**src/rtl/vga_timing_if.sv**
```systemverilog
// vga_timing_if: pixel bus to img_generator plus VGA pin outputs; master = timing generator, slave = consumer
interface vga_timing_if;
  logic [11:0] x;
  logic [11:0] y;
  logic        active;
  logic        frame_start;
  logic [2:0]  color_in;
  logic        VGA_R;
  logic        VGA_G;
  logic        VGA_B;
  logic        VGA_HS;
  logic        VGA_VS;
  modport master (output x, y, active, frame_start, VGA_R, VGA_G, VGA_B, VGA_HS, VGA_VS, input color_in);
  modport slave  (input x, y, active, frame_start, VGA_R, VGA_G, VGA_B, VGA_HS, VGA_VS, output color_in);
endinterface

```
**src/rtl/vga_timing.sv**
```systemverilog
// vga_timing: 640x480@60 VGA timing (CLOCK_25, async active-low rst_n, bus: x/y/active/frame_start out, color_in in, VGA_* pins out); VGA_ONE_BASED_EN makes x/y one-based
module vga_timing #(
  parameter int H_VISIBLE = 640,
  parameter int H_FRONT   = 16,
  parameter int H_SYNC    = 96,
  parameter int H_BACK    = 48,
  parameter int V_VISIBLE = 480,
  parameter int V_FRONT   = 10,
  parameter int V_SYNC    = 2,
  parameter int V_BACK    = 33
) (
  input  logic          CLOCK_25,
  input  logic          rst_n,
  vga_timing_if.master  bus
);
  localparam logic [9:0] H_LAST = 10'(H_VISIBLE + H_FRONT + H_SYNC + H_BACK - 1);
  localparam logic [9:0] V_LAST = 10'(V_VISIBLE + V_FRONT + V_SYNC + V_BACK - 1);
  localparam logic [9:0] H_ACT  = 10'(H_VISIBLE);
  localparam logic [9:0] V_ACT  = 10'(V_VISIBLE);
  localparam logic [9:0] HS_BEG = 10'(H_VISIBLE + H_FRONT);
  localparam logic [9:0] HS_END = 10'(H_VISIBLE + H_FRONT + H_SYNC);
  localparam logic [9:0] VS_BEG = 10'(V_VISIBLE + V_FRONT);
  localparam logic [9:0] VS_END = 10'(V_VISIBLE + V_FRONT + V_SYNC);
`ifdef VGA_ONE_BASED_EN
  localparam logic [11:0] OFS = 12'd1;
`else
  localparam logic [11:0] OFS = 12'd0;
`endif
  logic [9:0] h_cnt;
  logic [9:0] v_cnt;
  logic       h_end;
  logic       v_end;
  assign h_end      = h_cnt == H_LAST;
  assign v_end      = v_cnt == V_LAST;
  assign bus.x      = {2'b00, h_cnt} + OFS;
  assign bus.y      = {2'b00, v_cnt} + OFS;
  assign bus.active = (h_cnt < H_ACT) && (v_cnt < V_ACT);
  // colour and syncs share one register stage so they reach the pins aligned
  always_ff @(posedge CLOCK_25 or negedge rst_n) begin
    if (!rst_n) begin
      h_cnt                           <= '0;
      v_cnt                           <= '0;
      {bus.VGA_R, bus.VGA_G, bus.VGA_B} <= 3'b000;
      bus.VGA_HS                      <= 1'b1;
      bus.VGA_VS                      <= 1'b1;
      bus.frame_start                 <= 1'b0;
    end else begin
      h_cnt                           <= h_end ? '0 : h_cnt + 10'd1;
      v_cnt                           <= h_end ? (v_end ? '0 : v_cnt + 10'd1) : v_cnt;
      {bus.VGA_R, bus.VGA_G, bus.VGA_B} <= bus.active ? bus.color_in : 3'b000;
      bus.VGA_HS                      <= !((h_cnt >= HS_BEG) && (h_cnt < HS_END));
      bus.VGA_VS                      <= !((v_cnt >= VS_BEG) && (v_cnt < VS_END));
      bus.frame_start                 <= h_end && v_end;
    end
  end
endmodule

```
**src/flat_wrapper.sv**
```systemverilog
// flat-port wrapper written by rule: the top's interface ports become plain ports
module vga_timing_flat 
#(
  parameter int H_VISIBLE = 640,
  parameter int H_FRONT   = 16,
  parameter int H_SYNC    = 96,
  parameter int H_BACK    = 48,
  parameter int V_VISIBLE = 480,
  parameter int V_FRONT   = 10,
  parameter int V_SYNC    = 2,
  parameter int V_BACK    = 33
)
  (CLOCK_25, rst_n, bus_x, bus_y, bus_active, bus_frame_start, bus_VGA_R, bus_VGA_G, bus_VGA_B, bus_VGA_HS, bus_VGA_VS, bus_color_in);
  vga_timing_if bus_i ();
  input  logic CLOCK_25;
  input  logic rst_n;
  output wire logic [$bits(bus_i.x)-1:0] bus_x;
  output wire logic [$bits(bus_i.y)-1:0] bus_y;
  output wire logic [$bits(bus_i.active)-1:0] bus_active;
  output wire logic [$bits(bus_i.frame_start)-1:0] bus_frame_start;
  output wire logic [$bits(bus_i.VGA_R)-1:0] bus_VGA_R;
  output wire logic [$bits(bus_i.VGA_G)-1:0] bus_VGA_G;
  output wire logic [$bits(bus_i.VGA_B)-1:0] bus_VGA_B;
  output wire logic [$bits(bus_i.VGA_HS)-1:0] bus_VGA_HS;
  output wire logic [$bits(bus_i.VGA_VS)-1:0] bus_VGA_VS;
  input wire logic [$bits(bus_i.color_in)-1:0] bus_color_in;
  assign bus_x = bus_i.x;
  assign bus_y = bus_i.y;
  assign bus_active = bus_i.active;
  assign bus_frame_start = bus_i.frame_start;
  assign bus_VGA_R = bus_i.VGA_R;
  assign bus_VGA_G = bus_i.VGA_G;
  assign bus_VGA_B = bus_i.VGA_B;
  assign bus_VGA_HS = bus_i.VGA_HS;
  assign bus_VGA_VS = bus_i.VGA_VS;
  assign bus_i.color_in = bus_color_in;
  vga_timing #(.H_VISIBLE(H_VISIBLE), .H_FRONT(H_FRONT), .H_SYNC(H_SYNC), .H_BACK(H_BACK), .V_VISIBLE(V_VISIBLE), .V_FRONT(V_FRONT), .V_SYNC(V_SYNC), .V_BACK(V_BACK)) u_core (.CLOCK_25(CLOCK_25), .rst_n(rst_n), .bus(bus_i));
endmodule
```
**config.mk**
```make
export PLATFORM = sky130hd
export DESIGN_NAME = vga_timing_flat
export DESIGN_NICKNAME = d
export VERILOG_FILES = /design/src/rtl/vga_timing_if.sv /design/src/rtl/vga_timing.sv /design/src/flat_wrapper.sv
export SDC_FILE = /design/constraint.sdc
export NUM_CORES = 1
export LEC_CHECK = 0
export ABC_AREA = 1
export BUFFER_PORTS_ARGS = -buffer_cell sky130_fd_sc_hd__buf_4
export CAP_MARGIN = 5
export CORE_ASPECT_RATIO = 1.75
export CORE_MARGIN = 10
export CORE_UTILIZATION = 30
export DETAILED_ROUTE_END_ITERATION = 10
export PLACE_DENSITY_LB_ADDON = 0.08
export SLEW_MARGIN = 20
export SYNTH_ARGS = -nofsm -noshare
export SYNTH_HDL_FRONTEND = slang
export SYNTH_SLANG_ARGS = --single-unit
```
**constraint.sdc**
```tcl
create_clock -name CLOCK_25 -period 2.1 [get_ports CLOCK_25]
set_input_delay 0.21 -clock CLOCK_25 [delete_from_list [all_inputs] [get_ports CLOCK_25]]
set_output_delay 0.21 -clock CLOCK_25 [all_outputs]
set_load 0.1 [all_outputs]
```
After elaboration in Yosys (flattened, before gate mapping) --
Index checks and enable logic that the tools add are counted.
Storage, ports and cells: register bits 26, input port bits 5, output and inout bits 31, word-level logic and storage cells 27
Operators by class: add/sub/neg operators 2, $lt $le $gt $ge 6, eq/ne operators 2, multiplexer cells 3, reductions and logical operators 6
Operators with widths (count):
- $add A10 B1 Y10 const B | 2
- $eq A10 B10 Y1 const B | 2
- $lt A10 B10 Y1 const B | 2
- $lt A10 B9 Y1 const B | 2
- $mux W10 | 2
- $ge A10 B10 Y1 const B | 1
- $ge A10 B9 Y1 const B | 1
- $logic_and A1 B1 Y1 | 4
- $mux W3 | 1
- $logic_not A1 Y1 | 2

Logic depth before layout (Yosys ltp) --
Gate-level depths: netlist (run 1).
word-level depth 3, gate-level depth with buffers 8

Worst setup path after synthesis (run 1) --
Ideal clock, no wire load.
path type reg2reg, start register u_core.h_cnt[8], end register u_core.bus.VGA_B, setup time 0.079 ns, arrival time 2.888 ns, required time 2.021 ns, slack -0.867 ns, stages on the path, launching flop included 7, path buffers 0, path through dfrtp_1 > inv_1 > nand3_1 > nand3_1 > nor2_1 > inv_1 > nor2_1
On the way: longest elaborated chain between the ends 3
Ends and longest elaborated chain:
- from (decl) | RTL line vga_timing.sv:29 | logic [9:0] h_cnt;
- from (signal assigned) | RTL line vga_timing.sv:48 | h_cnt <= h_end ? '0 : h_cnt + 10'd1;
- $lt A10 B10 Y1 | RTL line vga_timing.sv:37 | assign bus.active = (h_cnt < H_ACT) && (v_cnt < V_ACT);
- $logic_and A1 B1 Y1 | RTL line vga_timing.sv:37
- named net bus_active | RTL line flat_wrapper.sv:19 | output wire logic [$bits(bus_i.active)-1:0] bus_active;
- $mux W3 | RTL line vga_timing.sv:50 | {bus.VGA_R, bus.VGA_G, bus.VGA_B} <= bus.active ? bus.color_in : 3'b000;
- to (signal assigned) | RTL line vga_timing.sv:50
- to (decl) | RTL line vga_timing_if.sv:13 | modport master (output x, y, active, frame_start, VGA_R, VGA_G, VGA_B, VGA_HS, VGA_VS, input color_in);
The timed path passes the listed nets, and every way through them passes these cells. A chain may end at the register's enable or synchronous reset.

Worst setup path after layout (run 1) --
start register u_core.v_cnt[5], end output port bus_active
On the way: longest elaborated chain between the ends 2
Ends and longest elaborated chain:
- from (decl) | RTL line vga_timing.sv:30 | logic [9:0] v_cnt;
- from (signal assigned) | RTL line vga_timing.sv:49 | v_cnt <= h_end ? (v_end ? '0 : v_cnt + 10'd1) : v_cnt;
- $lt A10 B9 Y1 | RTL line vga_timing.sv:37
- $logic_and A1 B1 Y1 | RTL line vga_timing.sv:37
- to (decl) | RTL line flat_wrapper.sv:19
Every way passes these cells.

==> out/metrics.csv, run 1 <==
stage,metric,value,unit
outcome,status,"finished, final reports clean",
critical_path,cp-start-kind,flip-flop,
cts,cts_root_buf,clkbuf_8,
layout,final_area,1737,µm²
placement,place.gp.congestion,0.7949,
global_route,grt_max_degree,27,
sta,fin_hold_ws,0.1533,ns
logic_synthesis,synth_cell_type_count,25,
placement,place_area,1682,µm²
routing,drt-initial-drc-count,56,
sta,final.setup.tns,0,ns
placement,dpl.hpwl,2.861,mm
critical_path,required,1.89,ns
power,leakage,0.8512,nW
die,initial_core_util,31.31,%
global_route,met3_usage,2.417,%
sta,setup_viol,0,
logic_synthesis,postSynthAreaPerCell,8.162,µm²
routing,viasPerCell,4.661,
logic_synthesis,yosysMostFrequentCell,nand2_1,
critical_path,cp.arrival,1.50,ns
sta,slew_violations,0,
power,power_density,502.4,nW/µm²
logic_synthesis,yosysSeqAreaShare,46.52,%
die,die_y,110.5,µm
layout,syn_to_final_growth,23.71,%
placement,portBuffers,31,
cts,cts_buffer_depth,2,
routing,drtPass1Iterations,6,
die,core,4484,µm²
critical_path,path_class,flip-flop to primary output,
cts,numCtsBuffers,3,
logic_synthesis,synth_area_leaders,"dfrtp_1 (43%), nand2_1 (8.8%), inv_1 (7.0%), nor2_1 (6.4%), nand4_1 (4.5%)",
global_route,grt_pass1_wl,5.989,mm
die,ios,36,
min_path,hold_path.class,input port to flip-flop,
logic_synthesis,yosysTopAreaCellShare,42.78,%
global_route,busiest_layer,met2,
global_route,first_global_vias,1241,
logic_synthesis,synth_area_leader_cell,dfrtp_1,
routing,routed_wl,3.621,mm
logic_synthesis,synthFlopType,dfrtp_1,
routing,drc_errors,0,
logic_synthesis,syn_inst,172,
logic_synthesis,synthTopCellsByCount,"nand2_1 (33), inv_1 (26), dfrtp_1 (24), nor2_1 (24), nand3_1 (11)",
layout,fin_nets,216,
power,finalPower,0.8724,mW
layout,final_core_util,38.73,%
die,dieArea,7924,µm²
sta,finalClockSkew,0.003645,ns
logic_synthesis,ys_ff_latch,26,
global_route,antenna_found_initial,0,
critical_path,cp_max_fo,7,
cts,cts_tree,built,
routing,ant_nets,0,
global_route,overflow,0,
logic_synthesis,synth-edff-count,0,
cts,ctsResizeCount,0,
layout,layout-drive-gt1-share,21.84,%
logic_synthesis,synthArstFlopShare,100.0,%
global_route,grt_util_met1,9.244,%
routing,vias,1198,
global_route,gr-usage-all-layers,9.265,%
critical_path,cp-end-kind,primary output,
logic_synthesis,ys_warn_count,0,
layout,antennaDiodeCount,0,
sta,period_share,81.27,%
routing,post_drt_wl_per_cell,14.09,µm
cts,cts.clk_slew.worst_paths,0.09,ns
sta,hold_viol,0,
logic_synthesis,syn_area,1404,µm²
cts,h-tree-depth,1,
die,die_w,71.71,µm
global_route,grt_use_met2,17.39,%
cts,cts.sinks,26,
sta,min_period,1.707,ns
job,drv_cap,0,
sta,rsz0062_at_grt,false,
cts,clock_latency,0.27,ns
power,ir_drop,0.2468,mV
sta,fmax,585.9,MHz
die,row_count,32,
[stage by stage]
| step | cells | setup WS [ns] |
|---|---|---|
| after floorplan | 175 | 0.1002 |
| after global placement | 252 | 0.5112 |
| after detailed placement | 252 | 0.4568 |
| after CTS | 257 | 0.3698 |
| after global routing | 257 | 0.2886 |
| final | 257 | 0.3932 |
[power by group]
part	switching (mW)	leakage (nW)	internal, mW
clock	0.155	0.0228	0.136
combinational	0.0670	0.497	0.0109
sequential	0.000739	0.331	0.503
total	0.223	0.851	0.650
[repair_timing]
item                                   4_1_cts  5_1_grt
endpoints found under the hold margin       24        0
setup buffers                                0        0
hold buffers                                 1        0
[sequential cells by signal, indices dropped and copies added, names as in the netlist]
register and count:
u_core.h_cnt 10, u_core.bus.frame_start 1, u_core.bus.VGA_G 1, u_core.v_cnt 10
u_core.bus.VGA_HS 1, u_core.bus.VGA_B 1, u_core.bus.VGA_R 1, u_core.bus.VGA_VS 1
[final cells by class]
class	instances	area, µm²
Sequential cell	26	656.9
Timing Repair Buffer	32	242.7
Inverter	26	97.59
Multi-Input combinational cell	118	630.6
Clock buffer	4	45.04
Tap cell	51	63.81
Fill cell	461	2748
[cell families after synthesis]
logic type               after synthesis  share of synthesized area (%)
AO/OA/AOI/OAI                         14                          5.882
adder cells (fa/ha/maj)                4                          3.565
other                                  1                         0.2671
AND/OR/NAND/NOR                       89                          29.50
XOR/XNOR                               7                          4.367
buffers and inverters                 31                          9.893
flip-flops                            26                          46.52
[worst max-delay path, stage by stage, from the launching register on]
cell and delay, ns:
dfrtp_1 0.48, nand2_1 0.11, nor2_1 0.32, nor2_4 0.08
buf_4 0.24
[placed cells by master, fill, tap and decap left out]
master,netlist,final
a211oi_1,1,1
a21oi_1,1,1
a221o_1,1,1
buf_4,4,31
clkbuf_1,0,1
clkbuf_8,0,3
conb_1,1,4
dfrtp_1,24,21
dfrtp_2,0,3
dfstp_2,2,2
dlygate4sd3_1,0,1
ha_1,4,4
inv_1,26,26
nand2_1,33,33
nand2_2,1,1
nand3_1,11,11
nand3_2,1,1
nand4_1,10,10
nor2_1,24,23
nor2_4,3,4
nor3_1,5,5
nor3b_1,1,1
o21ai_0,8,8
o21ai_1,1,1
o21bai_1,1,1
o31ai_1,1,1
xnor2_1,1,1
xor2_1,6,6
[worst paths after layout]
kind	from	end	slack (ns)	cells past startpoint
setup / recovery	u_core.v_cnt[5]	bus_active	0.39	4
setup reg to reg	u_core.h_cnt[0]	u_core.v_cnt[7]	0.45	8
max in group asynchronous	rst_n	u_core.bus.VGA_VS	1.41	2
min in group asynchronous	rst_n	u_core.h_cnt[3]	0.38	2
hold / removal	bus_color_in[0]	u_core.bus.VGA_B	0.15	3
hold reg to reg	u_core.h_cnt[0]	u_core.h_cnt[0]	0.54	1
[per-layer routing]
metal  share of wire, %  vias up
met1                 39      565
met3                4.1        2
met4               0.75        0
li1                   -      612
met2                 56       19
met5                  0        -
(Power assumes the default switching activity.)
==> inputs of run 2 (changes only) <==
clock period = 1.7 ns   (was 2.1 ns; I/O delays follow)
==> run 2 against run 1 <==
Via count increased by 3.3%. Register-to-register slack got worse by 0.31 ns. Critical path depth unchanged. Routed wire length increased by 3.1%. Core utilization increased by 2.1 points. Total power increased by 43%. Critical endpoint unchanged. Largest power group unchanged. Sequential power increased by 23%.
==> out/metrics.csv, run 2 (synthesis gave the netlist of run 1 again) <==
stage,metric,value,unit
outcome,status,"finished, final reports clean",
power,ir_drop,0.3386,mV
power,seqPwrFrac,49.9,%
layout,antennaDiodeCount,0,
routing,drtPass1Iterations,4,
sta,period_share,94.52,%
critical_path,crit_slowest_cell,dfrtp_4,
routing,drt-initial-drc-count,58,
power,leakage,0.8490,nW
cts,h-tree-depth,1,
layout,final_area,1833,µm²
layout,final_cell_mix,"nand2_1 (32), buf_4 (30), inv_1 (25), nor2_1 (23), dfrtp_2 (13)",
global_route,antenna_found_initial,0,
layout,fin_nets,217,
routing,vias,1237,
cts,cts_tree,built,
sta,min_period,1.607,ns
placement,place.gp.congestion,0.8321,
sta,finalClockSkew,0.01146,ns
global_route,overflow,0,
die,die_w,71.71,µm
critical_path,path_cells,nand3_1 -> nand3_1 -> nor2_4 -> buf_6,
layout,layout-drive-gt1-share,31.40,%
placement,place_area,1748,µm²
layout,multi_input_area,645.6,µm²
die,die_y,110.5,µm
global_route,grt_pass1_wl,6.141,mm
critical_path,r2r_setup_slack,0.14,ns
min_path,hold_path.class,input port to flip-flop,
cts,cts_buffer_depth,2,
layout,fillers,482,
placement,portBuffers,31,
die,ios,36,
power,switching_share,23.78,%
critical_path,required,1.53,ns
global_route,first_global_vias,1311,
routing,ant_nets,0,
power,power_density,680.1,nW/µm²
placement,dpl.hpwl,2.909,mm
critical_path,cp-end-kind,primary output,
global_route,grt_max_degree,27,
routing,post_drt_wl_per_cell,14.47,µm
global_route,gr-usage-all-layers,9.373,%
die,dieArea,7924,µm²
sta,setup_viol,0,
sta,slew_violations,0,
routing,routed_wl,3.732,mm
layout,reg.largest.list,"u_core.h_cnt (10), u_core.v_cnt (10)",
critical_path,cp-start-kind,flip-flop,
layout,seq_area,688.2,µm²
cts,cts_root_buf,clkbuf_8,
critical_path,path_class,flip-flop to primary output,
critical_path,cp_max_fo,6,
sta,hold_viol,0,
critical_path,path_common_cell,nand3_1,
power,combPwrFrac,7.8,%
cts,post_cts_buffers,0,
cts,numCtsBuffers,3,
sta,rsz0062_at_grt,false,
power,p_int,0.9503,mW
critical_path,cp.arrival,1.44,ns
die,initial_core_util,31.31,%
job,drv_cap,0,
layout,final_common_cell,nand2_1,
critical_path,max_stage_delay,0.52,ns
layout,syn_to_final_growth,30.57,%
routing,drc_errors,0,
sta,final.setup.tns,0,ns
die,core,4484,µm²
sta,fmax,622.3,MHz
power,clkPwrFrac,42.3,%
power,p_sw,0.2964,mW
cts,cts.sinks,26,
die,row_count,32,
cts,cts.clk_slew.worst_paths,0.10,ns
routing,viasPerCell,4.795,
power,finalPower,1.247,mW
cts,clock_latency,0.28,ns
## run 2: cell type report
| type | count | area share (%) |
|---|---|---|
| Clock buffer | 3 | 2.253 |
| Inverter | 26 | 5.324 |
| Clock inverter | 1 | 1.638 |
| Tap cell | 51 | 3.481 |
| Timing Repair Buffer | 33 | 14.54 |
| Multi-Input combinational cell | 118 | 35.22 |
| Sequential cell | 26 | 37.54 |
## run 2: path summary, 6_finish.rpt
| check | from | cells past startpoint | endpoint |
|---|---|---|---|
| worst min-delay path | bus_color_in[1] | 3 | u_core.bus.VGA_G |
| worst max register to register | u_core.h_cnt[0] | 7 | u_core.v_cnt[5] |
| max in group asynchronous | rst_n | 2 | u_core.bus.VGA_VS |
| worst min register to register | u_core.v_cnt[1] | 1 | u_core.bus.VGA_VS |
| min in group asynchronous | rst_n | 2 | u_core.bus.frame_start |
| worst max-delay path | u_core.h_cnt[7] | 4 | bus_active |
## run 2: power by group through the flow
stage               sequential [mW]  combinational, mW  clock (mW)
global placement              0.635             0.0954           0
finish                        0.622             0.0968       0.527
floorplan                     0.662             0.0482           0
global route                  0.623              0.102       0.564
detailed placement            0.635             0.0962           0
CTS                           0.623             0.0979       0.544
## run 2: what timing repair did
action                     CTS  global route
resized for setup            0             1
hold endpoints to repair    24             0
setup endpoints to repair    0             1
hold buffers                 1             0
## run 2: critical path: cells and delay by family, from the launching register on
kind | cells | cell delay [ns]
flip-flops | 1 | 0.52
AND/OR/NAND/NOR | 3 | 0.39
buffers and inverters | 1 | 0.23
## run 2: through the flow
stage	worst slack [ns]	hold slack, ns	instances	utilization (%)
2_1_floorplan	0.005154	-0.1256	175	-
3_3_place_gp	0.1530	0.1088	253	38.98
3_5_place_dp	0.1346	0.1105	253	38.98
4_1_cts	0.01796	0.08837	258	40.79
5_1_grt	0.01604	0.09914	258	40.88
6_report	0.09310	0.09523	258	40.88
## run 2: layer usage
| metal | vias up | share of wire [%] | GRT usage [%] |
|---|---|---|---|
| met5 | - | 0 | 0 |
| met3 | 7 | 5.2 | 2.507 |
| met1 | 592 | 38 | 9.143 |
| li1 | 608 | - | - |
| met2 | 30 | 54 | 17.28 |
| met4 | 0 | 2.6 | 4.269 |
==> inputs of run 3 (changes only) <==
==> constraint.sdc (replaced) <==
create_clock -name CLOCK_25 -period 1.9 [get_ports CLOCK_25]
set_input_delay 0.38 -clock CLOCK_25 [delete_from_list [all_inputs] [get_ports CLOCK_25]]
set_output_delay 0.38 -clock CLOCK_25 [all_outputs]
set_load 0.1 [all_outputs]
==> run 3 against run 2 <==
Combinational power shrank 13%. Global-route usage grew 0.082 points. Core utilization shrank 1.4 points. Routed wire length grew 0.72%. Sequential power shrank 10%. Die area is the same. Clock power shrank 32%. Critical path depth is the same. Largest power group unchanged. Register-to-register slack gained 0.16 ns. Critical endpoint unchanged. Clock skew shrank 0.0096 ns. Design area shrank 3.4%. Worst hold slack lost 0.088 ns.
==> out/metrics.csv, run 3 (synthesis gave the netlist of run 1 again) <==
stage,metric,value,unit
layout,antennaDiodeCount,0,
layout,layout-drive-gt1-share,28.64,%
cts,cts_tree,built,
cts,numCtsBuffers,3,
job,drv_cap,0,
sta,slew_violations,0,
layout,final_cell_mix,"nand2_1 (32), buf_4 (31), inv_1 (26), nor2_1 (23), dfrtp_2 (13)",
cts,cts_root_buf,clkbuf_8,
critical_path,required,1.52,ns
sta,period_share,94.38,%
critical_path,cp_max_fo,4,
cts,cts.clk_slew.worst_paths,0.09,ns
sta,rsz0062_at_grt,false,
layout,final_common_cell,nand2_1,
die,initial_core_util,31.31,%
layout,reg.largest.list,"u_core.h_cnt (10), u_core.v_cnt (10)",
critical_path,cp-start-kind,flip-flop,
die,core,4484,µm²
power,power_density,565.7,nW/µm²
routing,viasPerCell,4.673,
placement,portBuffers,31,
sta,fin_hold_ws,0.007642,ns
die,die_y,110.5,µm
sta,final.setup.tns,0,ns
placement,pre_cts_slack,0.2967,ns
sta,fin_ws,0.1067,ns
global_route,overflow,0,
layout,fin_nets,216,
global_route,grt_pass1_wl,6.210,mm
global_route,gr-usage-all-layers,9.455,%
cts,cts_buffer_depth,2,
global_route,antenna_found_initial,0,
die,ios,36,
global_route,first_global_vias,1279,
critical_path,r2r-end,u_core.v_cnt[6],
cts,h-tree-depth,1,
critical_path,cp-end-kind,primary output,
routing,drtPass1Iterations,4,
routing,routed_wl,3.759,mm
critical_path,r2r_setup_slack,0.30,ns
cts,clock_latency,0.27,ns
routing,ant_nets,0,
cts,cts.sinks,26,
global_route,grt_max_degree,27,
critical_path,cp.arrival,1.41,ns
sta,fmax,557.6,MHz
sta,finalClockSkew,0.001849,ns
placement,dpl.hpwl,2.927,mm
routing,post_drt_wl_per_cell,14.63,µm
power,ir_drop,0.2992,mV
die,row_count,32,
power,leakage,0.8443,nW
critical_path,path_class,flip-flop to primary output,
placement,place.gp.congestion,0.8232,
critical_path,reg2regPathDepth,8,
layout,final_core_util,39.48,%
sta,hold_viol,0,
routing,drc_errors,0,
sta,setup_viol,0,
layout,syn_to_final_growth,26.11,%
min_path,hold_path.class,input port to async pin,
die,dieArea,7924,µm²
routing,drt-initial-drc-count,97,
sta,min_period,1.793,ns
die,die_w,71.71,µm
critical_path,timing.rr.start,u_core.h_cnt[0],
outcome,status,"finished, final reports clean",
routing,vias,1201,
## run 3: power by group
group / total (mW) / switching (mW) / internal, mW
sequential: 0.557 / 0.000879 / 0.556
clock: 0.360 / 0.175 / 0.185
combinational: 0.0844 / 0.0737 / 0.0107
total: 1.00 / 0.249 / 0.752
## run 3: worst max-delay path by stage
stage | cells past startpoint | endpoint | from
floorplan | 3 | bus_active | u_core.h_cnt[9]
detailed placement | 4 | bus_active | u_core.h_cnt[8]
finish | 4 | bus_active | u_core.h_cnt[8]
global placement | 4 | bus_active | u_core.h_cnt[8]
CTS | 4 | bus_active | u_core.h_cnt[8]
global route | 4 | bus_active | u_core.h_cnt[8]
## run 3: layout make-up
class | instances | area, µm²
Timing Repair Buffer | 32 | 247.7
Multi-Input combinational cell | 118 | 633.1
Sequential cell | 26 | 673.1
Clock buffer | 4 | 55.05
Tap cell | 51 | 63.81
Inverter | 26 | 97.59
Fill cell | 466 | 2714
## run 3: routing by layer
metal	vias to the layer above	wire (µm)	share of wire [%]	track usage (%)
li1	611	-	-	-
met1	558	1438	38	9.124
met2	28	2064	55	17.87
met3	4	205	5.5	2.507
met4	0	51	1.4	3.622
met5	-	0	0	0
## run 3: critical path: stages, from the launching register on
cell and delay [ns]:
dfrtp_4 0.51, nand2_2 0.13, nand3_1 0.13, nor2_4 0.15
buf_8 0.21
## run 3: stage by stage
step / cell area, µm² / power (mW) / std cells
2_1_floorplan: 1443 / 0.6354 / 175
3_3_place_gp: 1705 / 0.6531 / 253
3_5_place_dp: 1705 / 0.6534 / 253
4_1_cts: 1764 / 1.022 / 257
5_1_grt: 1770 / 1.047 / 257
6_report: 1770 / 1.001 / 257
## run 3: repair_timing
item	CTS	global route
gates resized for setup	1	2
endpoints found under the setup margin	1	1
endpoints found under the hold margin	0	0
hold buffers	0	0
gates cloned	0	0
buffers inserted	0	0
